### config.mk
export PLATFORM = sky130hd
export DESIGN_NAME = board_writer_flat
export DESIGN_NICKNAME = d
export VERILOG_FILES = /design/src/rtl/board_pkg.sv /design/src/rtl/board_writer_if.sv /design/src/rtl/board_writer_neighbor_count.sv /design/src/rtl/board_writer.sv /design/src/flat_wrapper.sv
export SDC_FILE = /design/constraint.sdc
export NUM_CORES = 1
export LEC_CHECK = 0
export ABC_AREA = 1
export CORE_MARGIN = 2
export CORE_UTILIZATION = 50
export CTS_CLUSTER_SIZE = 8
export DETAILED_ROUTE_END_ITERATION = 10
export GPL_TIMING_DRIVEN = 0
export PLACE_DENSITY = 0.72
export SETUP_SLACK_MARGIN = 0.5
export SKIP_LAST_GASP = 1
export SLEW_MARGIN = 20
export SYNTH_ARGS = -nofsm -noshare
export SYNTH_HDL_FRONTEND = slang
export SYNTH_SLANG_ARGS = --single-unit
### constraint.sdc
create_clock -name clk -period 6.7 [get_ports clk]
set_input_delay 0.67 -clock clk [delete_from_list [all_inputs] [get_ports clk]]
set_output_delay 0.67 -clock clk [all_outputs]
set_load 0.01 [all_outputs]
### src/rtl/board_pkg.sv
// Shared definitions for the minesweeper board writer: cell status codes, command
// opcodes, board geometry, FSM states and small index/count helpers.
package board_pkg;

  localparam int BOARD_DIM = 5;
  localparam int CELLS     = 25;
  localparam int ADDR_W    = 12;
  localparam int DATA_W    = 32;

  typedef logic [3:0] status_t;

  // 0..8 are revealed neighbour counts; the rest are special cell states
  localparam status_t ST_EMPTY   = 4'd0;
  localparam status_t ST_MAXNBR  = 4'd8;
  localparam status_t ST_MINE    = 4'd9;
  localparam status_t ST_COVERED = 4'd10;
  localparam status_t ST_FLAGGED = 4'd11;

  typedef enum logic [1:0] {
    OP_REVEAL = 2'b00,
    OP_FLAG   = 2'b01,
    OP_CLEAR  = 2'b10,
    OP_RSVD   = 2'b11
  } op_e;

  typedef enum logic [1:0] {
    S_CLEAR,
    S_IDLE,
    S_EXEC,
    S_WRITE
  } state_e;

  function automatic logic [4:0] cell_index(input logic [2:0] x, input logic [2:0] y);
    return 5'(y) * 5'(BOARD_DIM) + 5'(x);
  endfunction

  function automatic logic [4:0] mask_popcount(input logic [CELLS-1:0] mask);
    logic [4:0] n;
    n = '0;
    for (int i = 0; i < CELLS; i++) n = n + 5'(mask[i]);
    return n;
  endfunction

endpackage

### src/rtl/board_writer_if.sv
// Command handshake, mine map and status-RAM write port of the board writer.
interface board_writer_if;
  import board_pkg::*;

  logic              cmd_valid;
  logic              cmd_ready;
  logic [1:0]        cmd_op;
  logic [2:0]        cur_x;
  logic [2:0]        cur_y;
  logic [CELLS-1:0]  mine_mask;
  logic              wEn;
  logic [ADDR_W-1:0] addr;
  logic [DATA_W-1:0] dataIn;
  logic              cmd_err;
  logic              game_over;
  logic              win;
  logic              busy;

  modport master (
    output cmd_valid, cmd_op, cur_x, cur_y, mine_mask,
    input  cmd_ready, wEn, addr, dataIn, cmd_err, game_over, win, busy
  );

  modport slave (
    input  cmd_valid, cmd_op, cur_x, cur_y, mine_mask,
    output cmd_ready, wEn, addr, dataIn, cmd_err, game_over, win, busy
  );

endinterface

### src/rtl/board_writer_neighbor_count.sv
// Combinational count of mines in the up-to-eight cells around (x, y); neighbours
// that fall off the board edge are skipped.
module neighbor_count
  import board_pkg::*;
(
  input  logic [CELLS-1:0] mask_i,
  input  logic [2:0]       x_i,
  input  logic [2:0]       y_i,
  output status_t          count_o
);

  always_comb begin
    int nx;
    int ny;
    count_o = '0;
    nx      = 0;
    ny      = 0;
    for (int dy = -1; dy <= 1; dy++) begin
      for (int dx = -1; dx <= 1; dx++) begin
        nx = int'(x_i) + dx;
        ny = int'(y_i) + dy;
        if (!(dx == 0 && dy == 0) && nx >= 0 && nx < BOARD_DIM &&
            ny >= 0 && ny < BOARD_DIM) begin
          if (mask_i[5'(ny * BOARD_DIM + nx)]) count_o = count_o + 4'd1;
        end
      end
    end
  end

endmodule

### src/rtl/board_writer.sv
// Minesweeper board writer: sweeps the status RAM to "covered" and then applies
// REVEAL / FLAG / CLEAR commands, tracking cell state in a local shadow copy.
module board_writer
  import board_pkg::*;
(
  input  logic          clk,
  input  logic          reset,
  board_writer_if.slave bus
);

  state_e           state_q, state_d;
  logic             live_q;
  logic [4:0]       clrIdx_q, clrIdx_d;
  logic [1:0]       op_q;
  logic [2:0]       x_q, y_q;
  logic [CELLS-1:0] mask_q;
  logic [4:0]       pop_q, revealed_q;
  logic             gameOver_q, win_q;
  status_t          shadow_q [CELLS];
  logic [4:0]       addrHold_q;
  status_t          dataHold_q;

  logic       coordOk, legal, needWrite, accept, cmdErr, wEnNow;
  logic [4:0] cellIdx, wAddr, maskPop;
  status_t    curStatus, nbrCount, writeStatus, wStatus;

  assign coordOk   = (x_q < 3'(BOARD_DIM)) && (y_q < 3'(BOARD_DIM));
  assign legal     = coordOk && (op_q != OP_RSVD);
  assign cellIdx   = coordOk ? cell_index(x_q, y_q) : '0;
  assign curStatus = shadow_q[cellIdx];
  assign maskPop   = mask_popcount(bus.mine_mask);

  neighbor_count u_nbr (
    .mask_i  (mask_q),
    .x_i     (x_q),
    .y_i     (y_q),
    .count_o (nbrCount)
  );

  // A finished game (lost or won) freezes the board until the next CLEAR
  always_comb begin
    writeStatus = ST_COVERED;
    needWrite   = 1'b0;
    if (legal && !gameOver_q && !win_q) begin
      if (op_q == OP_REVEAL && curStatus == ST_COVERED) begin
        needWrite   = 1'b1;
        writeStatus = mask_q[cellIdx] ? ST_MINE : nbrCount;
      end else if (op_q == OP_FLAG && curStatus == ST_COVERED) begin
        needWrite   = 1'b1;
        writeStatus = ST_FLAGGED;
      end else if (op_q == OP_FLAG && curStatus == ST_FLAGGED) begin
        needWrite   = 1'b1;
        writeStatus = ST_COVERED;
      end
    end
  end

  // live_q holds everything quiet until the first clock after reset release
  always_comb begin
    state_d  = state_q;
    clrIdx_d = clrIdx_q;
    wEnNow   = 1'b0;
    wAddr    = '0;
    wStatus  = ST_EMPTY;
    accept   = 1'b0;
    cmdErr   = 1'b0;
    if (live_q) begin
      unique case (state_q)
        S_CLEAR: begin
          wEnNow  = 1'b1;
          wAddr   = clrIdx_q;
          wStatus = ST_COVERED;
          if (clrIdx_q == 5'(CELLS - 1)) begin
            clrIdx_d = '0;
            state_d  = S_IDLE;
          end else begin
            clrIdx_d = clrIdx_q + 5'd1;
          end
        end
        S_IDLE: begin
          if (bus.cmd_valid) begin
            accept  = 1'b1;
            state_d = S_EXEC;
          end
        end
        S_EXEC: begin
          if (!legal) begin
            cmdErr  = 1'b1;
            state_d = S_IDLE;
          end else if (op_q == OP_CLEAR) begin
            clrIdx_d = '0;
            state_d  = S_CLEAR;
          end else if (needWrite) begin
            state_d = S_WRITE;
          end else begin
            state_d = S_IDLE;
          end
        end
        S_WRITE: begin
          wEnNow  = 1'b1;
          wAddr   = cellIdx;
          wStatus = writeStatus;
          state_d = S_IDLE;
        end
        default: state_d = S_CLEAR;
      endcase
    end
  end

  always_ff @(posedge clk or negedge reset) begin
    if (!reset) begin
      state_q    <= S_CLEAR;
      live_q     <= 1'b0;
      clrIdx_q   <= '0;
      op_q       <= '0;
      x_q        <= '0;
      y_q        <= '0;
      mask_q     <= '0;
      pop_q      <= '0;
      revealed_q <= '0;
      gameOver_q <= 1'b0;
      win_q      <= 1'b0;
      addrHold_q <= '0;
      dataHold_q <= '0;
      for (int i = 0; i < CELLS; i++) shadow_q[i] <= ST_COVERED;
    end else begin
      live_q   <= 1'b1;
      state_q  <= state_d;
      clrIdx_q <= clrIdx_d;
      if (accept) begin
        op_q <= bus.cmd_op;
        x_q  <= bus.cur_x;
        y_q  <= bus.cur_y;
      end
      if (wEnNow) begin
        addrHold_q       <= wAddr;
        dataHold_q       <= wStatus;
        shadow_q[wAddr]  <= wStatus;
      end
      // The mask sampled on the last sweep cycle is the one play uses
      if (live_q && state_q == S_CLEAR) begin
        mask_q     <= bus.mine_mask;
        pop_q      <= maskPop;
        revealed_q <= '0;
        gameOver_q <= 1'b0;
        win_q      <= (clrIdx_q == 5'(CELLS - 1)) && (maskPop == 5'(CELLS));
      end
      if (live_q && state_q == S_WRITE && op_q == OP_REVEAL) begin
        if (mask_q[cellIdx]) begin
          gameOver_q <= 1'b1;
        end else begin
          revealed_q <= revealed_q + 5'd1;
          if (revealed_q + 5'd1 == 5'(CELLS) - pop_q) win_q <= 1'b1;
        end
      end
    end
  end

  assign bus.wEn       = wEnNow;
  assign bus.addr      = {{(ADDR_W-5){1'b0}}, (wEnNow ? wAddr : addrHold_q)};
  assign bus.dataIn    = {{(DATA_W-4){1'b0}}, (wEnNow ? wStatus : dataHold_q)};
  assign bus.cmd_ready = live_q && (state_q == S_IDLE);
  assign bus.busy      = live_q && (state_q != S_IDLE);
  assign bus.cmd_err   = cmdErr;
  assign bus.game_over = gameOver_q;
  assign bus.win       = win_q;

endmodule

### src/flat_wrapper.sv
// flat-port wrapper written by rule: the top's interface ports become plain ports
module board_writer_flat import board_pkg::*;
  (clk, reset, bus_cmd_valid, bus_cmd_op, bus_cur_x, bus_cur_y, bus_mine_mask, bus_cmd_ready, bus_wEn, bus_addr, bus_dataIn, bus_cmd_err, bus_game_over, bus_win, bus_busy);
  board_writer_if bus_i ();
  input  logic clk;
  input  logic reset;
  input wire logic [$bits(bus_i.cmd_valid)-1:0] bus_cmd_valid;
  input wire logic [$bits(bus_i.cmd_op)-1:0] bus_cmd_op;
  input wire logic [$bits(bus_i.cur_x)-1:0] bus_cur_x;
  input wire logic [$bits(bus_i.cur_y)-1:0] bus_cur_y;
  input wire logic [$bits(bus_i.mine_mask)-1:0] bus_mine_mask;
  output wire logic [$bits(bus_i.cmd_ready)-1:0] bus_cmd_ready;
  output wire logic [$bits(bus_i.wEn)-1:0] bus_wEn;
  output wire logic [$bits(bus_i.addr)-1:0] bus_addr;
  output wire logic [$bits(bus_i.dataIn)-1:0] bus_dataIn;
  output wire logic [$bits(bus_i.cmd_err)-1:0] bus_cmd_err;
  output wire logic [$bits(bus_i.game_over)-1:0] bus_game_over;
  output wire logic [$bits(bus_i.win)-1:0] bus_win;
  output wire logic [$bits(bus_i.busy)-1:0] bus_busy;
  assign bus_i.cmd_valid = bus_cmd_valid;
  assign bus_i.cmd_op = bus_cmd_op;
  assign bus_i.cur_x = bus_cur_x;
  assign bus_i.cur_y = bus_cur_y;
  assign bus_i.mine_mask = bus_mine_mask;
  assign bus_cmd_ready = bus_i.cmd_ready;
  assign bus_wEn = bus_i.wEn;
  assign bus_addr = bus_i.addr;
  assign bus_dataIn = bus_i.dataIn;
  assign bus_cmd_err = bus_i.cmd_err;
  assign bus_game_over = bus_i.game_over;
  assign bus_win = bus_i.win;
  assign bus_busy = bus_i.busy;
  board_writer u_core (.clk(clk), .reset(reset), .bus(bus_i));
endmodule
==> summary by stage, run 1 <==
Floorplan
The horizontal die dimension is between 150 and 200 microns. The standard cell core area is ~24000 sq um. The die area is 25800 sq um. In this run the vertical extent of the chip is 161 microns. The total I/O pin count is 86. The number of standard-cell rows in the floorplan is 57.

The initial cell density of the core is 0.507.

Critical path
For this design, the slowest cell found on the critical path is dfrtp_2. The class of the most critical setup path is reg -> out. The most numerous cell on the critical path is ha_4. The most critical setup path has its endpoint at bus_dataIn[1]. The startpoint identified for the worst register-to-register timing path is u_core.y_q[0]. The launching instance or port of the critical path is u_core.y_q[0]. The worst setup path is launched from a flip-flop. For the worst setup path, the data arrival time is 6.07 ns. The peak fanout along the critical path is 5. The kind of capture point of the worst setup path is an output pin. Data on the critical path is required at its endpoint by 6.03 ns.

The number of cells on the worst reg-to-reg path is 44. The capturing point of the worst reg2reg path is u_core.shadow_q[1]. The delay contributed by the slowest stage of the critical path is between 0.4 and 0.5 ns. The flop-to-flop setup slack is roughly 0.52 ns.

Global routing
The total overflow left after global routing is 0. The via count of the first global-routing pass is between 10000 and 15000. The first-pass GRT wire length is roughly 58000 microns. The number of antenna violations at the first check in global routing is 0. The maximum number of pins on one net before global-route repair is 96. For this run, the total global-route usage over all layers was measured as 0.283.

Synthesis
The number of synthesis warnings is 0. The number of storage elements in the synthesis netlist is around 160. The post-synthesis area per instance is about 7.3 sq um.

After synthesis, the netlist uses 55 different library cells. The number of enable-type register cells in the synthesized netlist is 0. The dominant register cell in the synthesized netlist is dfrtp_1. The share of the Yosys chip area taken by registers is 0.335. The area of the mapped netlist is 12300 sq um. The post-synthesis async set-or-reset flop share is 1.00. Synthesis handed over a netlist of between 1500 and 2000 instances.

STA
The number of pins with negative max-slew slack in the final report is 0. The final setup slack of the worst path is -0.0434 ns. Setup repair after global routing could not meet its margin everywhere.

Headroom to the max-slew limit came out at 0.340. The final-report hold violation count came to 0. The achievable clock frequency is approximately 150 MHz. Between clock sinks in the finished design, the worst skew comes to about 0.017 ns. The post-route minimum period is 6.74 ns. Setup violations remaining at the end of the flow were counted as 1. The slew at the pin with the worst max-slew slack is 0.983 ns.

The fraction of the cycle the final worst path needs is 1.01.

Routing
The count of nets left with antenna violations once routing finished came out at 0. The final wirelength is 35900 microns. The remaining routing DRC violations is 0. The first detailed-routing pass ran for 6 iterations.

Dividing the detail-routed wire length by the instance count gives roughly 17 microns. The via total after detailed routing is ~12000. The routed via count divided by cell count is ~5.4. In this run, the number of DRC markers left after iteration 0 of detailed routing was 990.

CTS
The maximum clock insertion buffer count is 2. The root buffer cell chosen for the clock tree is clkbuf_16. TritonCTS built the clock tree. In this run, CTS created clock tree buffers numbering 17. The TritonCTS sink count is roughly 160. At the later pin of the worst-skew pair, clock insertion delay measures 0.44 ns. In this run the number of H-tree levels came out at 4. The post-CTS clock slew at the launch and capture registers of the worst setup and hold paths is about 0.070 ns.

Placed design
During placement, the flow inserted port buffers numbering 50. Counting tap cells, the placed design contains a total of around 2100 instances. Summing all placed instances gives a cell area of ~13000 sq um. The congestion estimate from routability-driven global placement came to around 0.96. Once detailed placement completed, the half-perimeter wirelength came to 26100 microns.

Layout
The most common library cell in the layout ignoring fill and taps is nand2_1. At the end of the flow, the number of nets in the layout was about 1900. The number of standard cells in the layout, taps in and fillers out is roughly 2200. From synthesis to final layout, the design area changed by 20.0%. The number of antenna diodes in the final layout is 0. The cell area after layout is 14700 sq um. The top cell types in the final layout, fill and taps aside, are 430 x nand2_1, 211 x inv_1, 136 x nor2_1, 118 x nand3_1, 107 x dfrtp_1. The share of cells above drive strength 1 is 0.150.

Run status
The final reports fail on setup timing. The run finished, with violations left.

Run
Max-cap violations in this run came to 0.

Worst hold path
The worst hold path belongs to the class in -> async.
## routing by layer
metal  track usage  wire (microns)  vias up
li1              -               -     5686
met1         0.387           15900     5533
met2         0.461           16500      414
met3        0.0398            2410       83
met4         0.104            1180        0
met5             0               0        -
## registers in the layout, summed over array words and instances (netlist names)
register and count:
u_core.clrIdx_q 5, u_core.revealed_q 5, u_core.mask_q 25, u_core.op_q 2
u_core.addrHold_q 5, u_core.dataHold_q 4, u_core.pop_q 5, u_core.state_q 2
u_core.bus.game_over 1, u_core.y_q 3, u_core.shadow_q 100, u_core.x_q 3
u_core.bus.win 1, u_core.live_q 1
## cell families after synthesis
logic type,synth area share
AO/OA/AOI/OAI,0.130
adder cells (fa/ha/maj),0.114
flip-flops,0.335
other,0.000611
multiplexers,0.0187
XOR/XNOR,0.0292
AND/OR/NAND/NOR,0.263
buffers and inverters,0.109
## how the worst min path moves through the flow
stage | start | end | slack (ns) | cells past startpoint
2_1_floorplan | reset | u_core.addrHold_q[0] | 0.37 | 0
3_3_place_gp | u_core.shadow_q[67] | u_core.shadow_q[67] | 0.45 | 2
3_5_place_dp | u_core.shadow_q[1] | u_core.shadow_q[1] | 0.46 | 2
4_1_cts | reset | u_core.pop_q[4] | 0.19 | 1
5_1_grt | reset | u_core.pop_q[4] | 0.21 | 1
6_report | reset | u_core.pop_q[4] | 0.17 | 1
## Yosys cell counts, drive strengths merged, types with 24 or more instances
library cell | count | area [sq um]
inv | 225 | 845
xor2 | 26 | 228
nand2 | 457 | 1730
dfrtp | 112 | 2800
ha | 69 | 863
a31oi | 24 | 150
o21ai | 110 | 551
nand3 | 129 | 656
fa | 27 | 541
dfstp | 50 | 1310
a21oi | 76 | 380
buf | 55 | 392
nor2 | 140 | 531
## per-stage QoR
step | utilization | setup TNS (ns) | hold slack (ns) | setup slack [ns]
CTS | 0.597 | 0 | 0.192 | 0.0143
floorplan | - | 0 | 0.374 | 0.537
global placement | 0.555 | -190.78 | 0.454 | -2.31
global route | 0.608 | -0.538 | 0.213 | -0.268
finish | 0.608 | -0.0434 | 0.175 | -0.0434
detailed placement | 0.556 | -4.29 | 0.456 | -1.00
## timing repair
action,4_1_cts,5_1_grt
cloned,0,1
endpoints found under the setup margin,82,53
buffers inserted,25,7
endpoints found under the hold margin,0,0
pin swaps,28,35
gates resized for setup,64,54
hold buffers,0,0
## layout make-up
type | instances | area, sq um
flip-flops and latches | 162 | 4120
repair buffers | 84 | 801
well taps | 324 | 405
fillers | 2179 | 9510
clock inverters | 14 | 158
clock buffers | 18 | 429
plain buffers | 77 | 507
inverters | 229 | 882
multi-input cells | 1245 | 7440
## critical path, delay by kind of cell (launching register included)
kind                     cells  cell delay [ns]
buffers and inverters        5             0.45
AND/OR/NAND/NOR             20             1.48
XOR/XNOR                     1             0.22
adder cells (fa/ha/maj)     10             2.45
flip-flops                   1             0.42
AO/OA/AOI/OAI                4             0.60
Power of run 1 is not shown: default switching activity piles up to over one toggle a cycle in this logic, so the estimate is an artifact.
==> run 2: changes to the inputs <==
SKIP_CTS_REPAIR_TIMING = 1   (was not set)
==> run 2 against run 1 <==
  * The flow still finishes with violations (setup timing)
  * Core utilization down 0.12 points
  * Die area unchanged
  * Via count shrank 0.26%
  * Sequential share of layout area is essentially flat
  * Count of clock-buffer cells in the layout did not move
  * Critical path type unchanged
  * Hold slack got worse by 0.0039 ns
  * Register-to-register slack gained 0.11 ns
  * Non-clock buffer count is 1 lower
  * Global-route usage down 0.70 points
==> summary by stage, run 2 (synthesis results as in run 1) <==
STA
The slew at the pin with the worst max-slew slack is 1.16 ns (+0.181 ns). The final-report hold violation count is 0 (unchanged). The fraction of the cycle the final worst path needs is 1.01 (+0.00638). The number of pins with negative max-slew slack in the final report was 0 (unchanged). Setup repair after global routing could not meet its margin everywhere.

The aggregate negative setup slack is -0.0861 ns (-0.0427 ns). The final setup slack of the worst path is -0.0861 ns (-0.0427 ns). The number of setup violations in the final report was 1 (unchanged). The worst slew slack as a fraction of its limit was 0.218 (-0.122). The achievable clock frequency is 147 MHz (-0.63%).

The post-route clock skew was 0.0177 ns (+0.000446 ns). The post-route minimum period is 6.79 ns (+0.0427 ns).

Layout
The flip-flop count of the largest register, all copies and words added is 100 (unchanged). The synthesis-to-finish area growth is 19.8%. The final antenna diode count came to 0 (unchanged). The count of nets after finishing is 1947 (-0.051%). The share of cells above drive strength 1 is 0.146 (-0.00429). The final design utilization is 0.607 (-0.00119). The library cell used most frequently in the layout, excluding fill and tap cells, is nand2_1.

In the layout the commonest cells are 435 x nand2_1, 211 x inv_1, 135 x nor2_1, 120 x nand3_1, 109 x dfrtp_1. In the final layout, the registers with the most flip-flops are u_core.shadow_q: 100 flops, u_core.mask_q: 25 flops. The register bank with the most flops is u_core.shadow_q.

Routing
The remaining routing DRC violations came to 0 (unchanged). The routed via count divided by cell count is 5.43 (-0.22%). The remaining antenna violation count is 0 (unchanged). The final wirelength is 35800 microns (-0.43%). The via total after detailed routing is 11700 (-0.26%). The detailed-router iteration count before antenna repair is 7 (+1).

The average routed wire per standard cell is 16.6 microns (-0.38%). The DRC violation total after the first TritonRoute iteration came to 917 (-7.4%).

Global routing
The number of antenna violations at the first check in global routing is 0 (unchanged). The aggregate global routing overflow is 0 (unchanged). The maximum number of pins on one net before global-route repair is 96 (unchanged).

The first-pass GRT wire length is 56900 microns (-2.2%). The total routing resource utilization after global routing came to 0.276 (-0.00704). The via count of the first global-routing pass is 11200 (-2.4%).

Critical path
The depth of the worst register-to-register path is 42 (-4.5%). On the critical path the largest part of the delay comes from adder cells. The buffer and inverter count on the worst path was 5 (unchanged). The delay contributed by the slowest stage of the critical path is 0.46 ns (+0.04 ns). The capturing point of the worst reg2reg path is u_core.shadow_q[1]. The class of the most critical setup path is reg -> out. The highest-delay cell along the critical path is dfrtp_2. The flop-to-flop setup slack came to 0.63 ns (+0.11 ns). The required time reported for the critical path endpoint is 6.03 ns (about the same). The arrival time at the worst endpoint is 6.12 ns (+0.05 ns). The launching instance or port of the critical path is u_core.y_q[0]. The peak fanout along the critical path was 8 (+3). The origin of the critical flop-to-flop path is u_core.y_q[0]. The type of element launching the critical path is a flip-flop. STA classifies the critical path endpoint as an output pin.

In this design, the critical path's most frequently occurring cell is ha_4.

CTS
The clock network latency to the later pin of the worst-skew pair is 0.44 ns (about the same). The post-CTS clock slew at the launch and capture registers of the worst setup and hold paths is 0.07 ns (about the same). The clock tree from TritonCTS is built. The TritonCTS sink count was 162 (unchanged).

The tree is rooted in a clkbuf_16. The maximum clock insertion buffer count was 2 (unchanged). The level count of the clock H-tree came to 4 (unchanged). The number of CTS-inserted buffers is 17 (unchanged).

Placed design
The final HPWL from detailed placement came to 26100 microns (unchanged). The count of port buffers added during placement is 50 (unchanged). The routability-driven placement congestion ratio was 0.955 (unchanged).

Run status
The final reports fail on setup timing. The run finished, with violations left.

Floorplan
The initial cell density of the core is 0.507 (unchanged). The floorplan die height is 161 microns (unchanged). The number of standard-cell rows in the floorplan came to 57 (unchanged). The die area is 25800 sq um (unchanged).

The total I/O pin count was 86 (unchanged). The standard cell core area was 24200 sq um (unchanged). The horizontal die dimension was 161 microns (unchanged).

Run
The max-cap violation count is 0 (unchanged).

Worst hold path
The tightest min-delay check is of the in -> async type.
-- run 2: metal layers --
layer	part of all wire	up-vias	GRT usage
met5	0	-	0
met4	0.025	0	0.0864
met3	0.066	61	0.0405
met2	0.47	401	0.451
met1	0.44	5542	0.381
li1	-	5681	-
-- run 2: stage by stage --
stage	worst slack, ns	hold slack (ns)	std cells	instance area, sq um
floorplan	0.537	0.374	1713	12500
global placement	-2.31	0.454	2087	13400
finish	-0.0861	0.171	2152	14700
global route	-0.308	0.211	2152	14700
CTS	-1.50	0.192	2120	14100
detailed placement	-1.00	0.456	2088	13500
-- run 2: area by class of cell --
type                    count  area, sq um
plain buffers              77          508
multi-input cells        1245         7420
clock inverters            14          158
clock buffers              18          429
inverters                 229          877
well taps                 324          405
repair buffers             83          790
flip-flops and latches    162         4120
fillers                  2195         9540
-- run 2: worst max path at each step --
stage               cells after the start  slack [ns]             to
floorplan                              42        0.54  bus_dataIn[1]
global placement                        1       -2.31  u_core.y_q[1]
detailed placement                     39       -1.00  bus_dataIn[2]
CTS                                    39       -1.50  bus_dataIn[2]
global route                           39       -0.31  bus_dataIn[1]
finish                                 40       -0.09  bus_dataIn[1]
Power of run 2 is left out for the same reason.
==> run 3: changes to the inputs <==
MAX_ROUTING_LAYER = met4   (was not set)
RECOVER_POWER = 50   (was not set)
==> run 3 against run 2 <==
  * The flow finishes with violations (capacitance limit, slew limit, setup timing)
  * Critical path depth unchanged
  * Clock skew decreased by 0.0045 ns
  * Register-to-register slack improved by 0.03 ns
  * Core utilization increased by 0.098 points
  * Sequential share of layout area about the same
==> summary by stage, run 3 (synthesis results as in run 1) <==
Global routing
The aggregate global routing overflow is 0 (unchanged). The via count of the first global-routing pass was 11100 (-0.60%). The total routing resource utilization after global routing is 0.287 (+0.0111).

The first-pass GRT wire length was 57300 microns (+0.58%). The number of antenna violations at the first check in global routing is 0 (unchanged). The maximum number of pins on one net before global-route repair is 87 (-9.4%).

Routing
The average routed wire per standard cell is 16.7 microns (+0.51%). The via total after detailed routing is 11800 (+0.57%). The final wirelength is 36100 microns (+0.93%). The DRC violation total after the first TritonRoute iteration came to 952 (+3.8%). The routed via count divided by cell count is 5.44 (+0.15%). The remaining antenna violation count is 0 (unchanged).

The remaining routing DRC violations was 0 (unchanged). The detailed-router iteration count before antenna repair is 6 (-1).

Critical path
The peak fanout along the critical path is 7 (-1). The cell count along the critical path is 40 (unchanged). The buffer and inverter count on the worst path was 5 (unchanged).

The required time reported for the critical path endpoint is 6.03 ns (about the same). The depth of the worst register-to-register path is 41 (-2.4%). The dominant delay contributor by cell family on the critical path is adder cells. The capturing point of the worst reg2reg path is u_core.shadow_q[39].

The arrival time at the worst endpoint was 6.13 ns (about the same). The flop-to-flop setup slack is 0.66 ns (+0.03 ns). The launching instance or port of the critical path is u_core.y_q[1].

STA classifies the critical path endpoint as an output pin. The highest-delay cell along the critical path is dfrtp_2. The type of element launching the critical path is a flip-flop. The delay contributed by the slowest stage of the critical path is 0.43 ns (-0.03 ns).

The worst setup path is of the reg -> out kind. The startpoint identified for the worst register-to-register timing path is u_core.y_q[1]. The critical path endpoint is bus_dataIn[1]. The most numerous cell on the critical path is ha_4.

Placed design
The final HPWL from detailed placement was 26500 microns (+1.7%). The count of port buffers added during placement was 50 (unchanged). The routability-driven placement congestion ratio is 0.967 (+1.2%).

Layout
The final design utilization is 0.608 (+0.000980). Leaving out fill and tap cells, the most frequent cells in the layout are 434 x nand2_1, 211 x inv_1, 137 x nor2_1, 121 x nand3_1, 107 x dfrtp_1. Relative to the synthesized area, the layout overhead comes to 20.0%. The count of nets after finishing was 1956 (+0.46%). The final antenna diode count is 0 (unchanged). The share of cells above drive strength 1 is 0.147 (+0.00146). The largest registers in the layout are u_core.shadow_q: 100 flops, u_core.mask_q: 25 flops. Leaving out fill and tap cells, the most frequent cell in the layout is nand2_1.

The register bank with the most flops is u_core.shadow_q. The flip-flop count of the largest register, all copies and words added is 100 (unchanged).

Floorplan
The die area is 25800 sq um (unchanged). The floorplan die height came to 161 microns (unchanged). The total I/O pin count was 86 (unchanged). The horizontal die dimension is 161 microns (unchanged). The initial cell density of the core is 0.507 (unchanged).

The number of standard-cell rows in the floorplan is 57 (unchanged). The standard cell core area is 24200 sq um (unchanged).

STA
The final-report hold violation count came to 0 (unchanged). Setup repair after global routing could not meet its margin everywhere. The post-route clock skew is 0.0131 ns (-0.00454 ns). The number of setup violations in the final report is 2 (+1). The post-route minimum period is 6.80 ns (+0.00934 ns). The number of pins with negative max-slew slack in the final report is 165 (+165). The slew at the pin with the worst max-slew slack is 4.49 ns (+3.32 ns). The worst slew slack as a fraction of its limit came to -1.99 (-2.21). The fraction of the cycle the final worst path needs is 1.01 (+0.00139). The aggregate negative setup slack is -0.121 ns (-0.0344 ns). The final setup slack of the worst path is -0.0955 ns (-0.00934 ns). The achievable clock frequency is 147 MHz (-0.14%).

CTS
The post-CTS clock slew at the launch and capture registers of the worst setup and hold paths was 0.07 ns (about the same). The level count of the clock H-tree is 4 (unchanged). The number of CTS-inserted buffers was 17 (unchanged). The maximum clock insertion buffer count is 2 (unchanged). CTS placed an instance of clkbuf_16 at the clock tree root. The clock network latency to the later pin of the worst-skew pair is 0.44 ns (about the same).

The TritonCTS sink count is 162 (unchanged). The clock tree from TritonCTS is built.

Run status
The checks that failed: capacitance limit, slew limit, setup timing. The flow ran to the end, but the final reports show violations.

Worst hold path
In this run the worst hold path is classified as reg -> reg. In this run the most critical hold path is launched from u_core.shadow_q[3].

Run
The max-cap violation count is 2 (+2).
-- run 3: worst min path at each step --
stage,cells after the start,end
after CTS,1,u_core.pop_q[4]
final,2,u_core.shadow_q[3]
after floorplan,0,u_core.addrHold_q[0]
after detailed placement,2,u_core.shadow_q[3]
after global routing,2,u_core.shadow_q[55]
after global placement,2,u_core.shadow_q[67]
-- run 3: final cells by class --
cell class / count / area (sq um)
Timing Repair Buffer: 92 / 816
Buffer: 77 / 509
Fill cell: 2184 / 9510
Multi-Input combinational cell: 1245 / 7400
Tap cell: 324 / 405
Clock buffer: 17 / 425
Sequential cell: 162 / 4120
Inverter: 229 / 885
Clock inverter: 15 / 171
-- run 3: tightest hold or removal path, stage by stage (launching register included) --
cell	delay, ns
dfstp_2	0.37
nand2_1	0.05
nand2_1	0.05
-- run 3: per-stage QoR --
stage | cell area, sq um | worst slack, ns | cells | hold WS, ns
after floorplan | 12500 | 0.537 | 1713 | 0.374
after global placement | 13400 | -2.30 | 2087 | 0.453
after detailed placement | 13500 | -0.972 | 2088 | 0.459
after CTS | 14100 | -1.49 | 2120 | 0.233
after global routing | 14700 | -0.381 | 2161 | 0.482
final | 14700 | -0.0955 | 2161 | 0.470
-- run 3: routing by layer --
metal,GRT usage,part of all wire
met3,0.0465,0.069
met1,0.381,0.44
met2,0.456,0.46
met4,0.0877,0.024
met5,-,0
Power of run 3 is left out for the same reason.
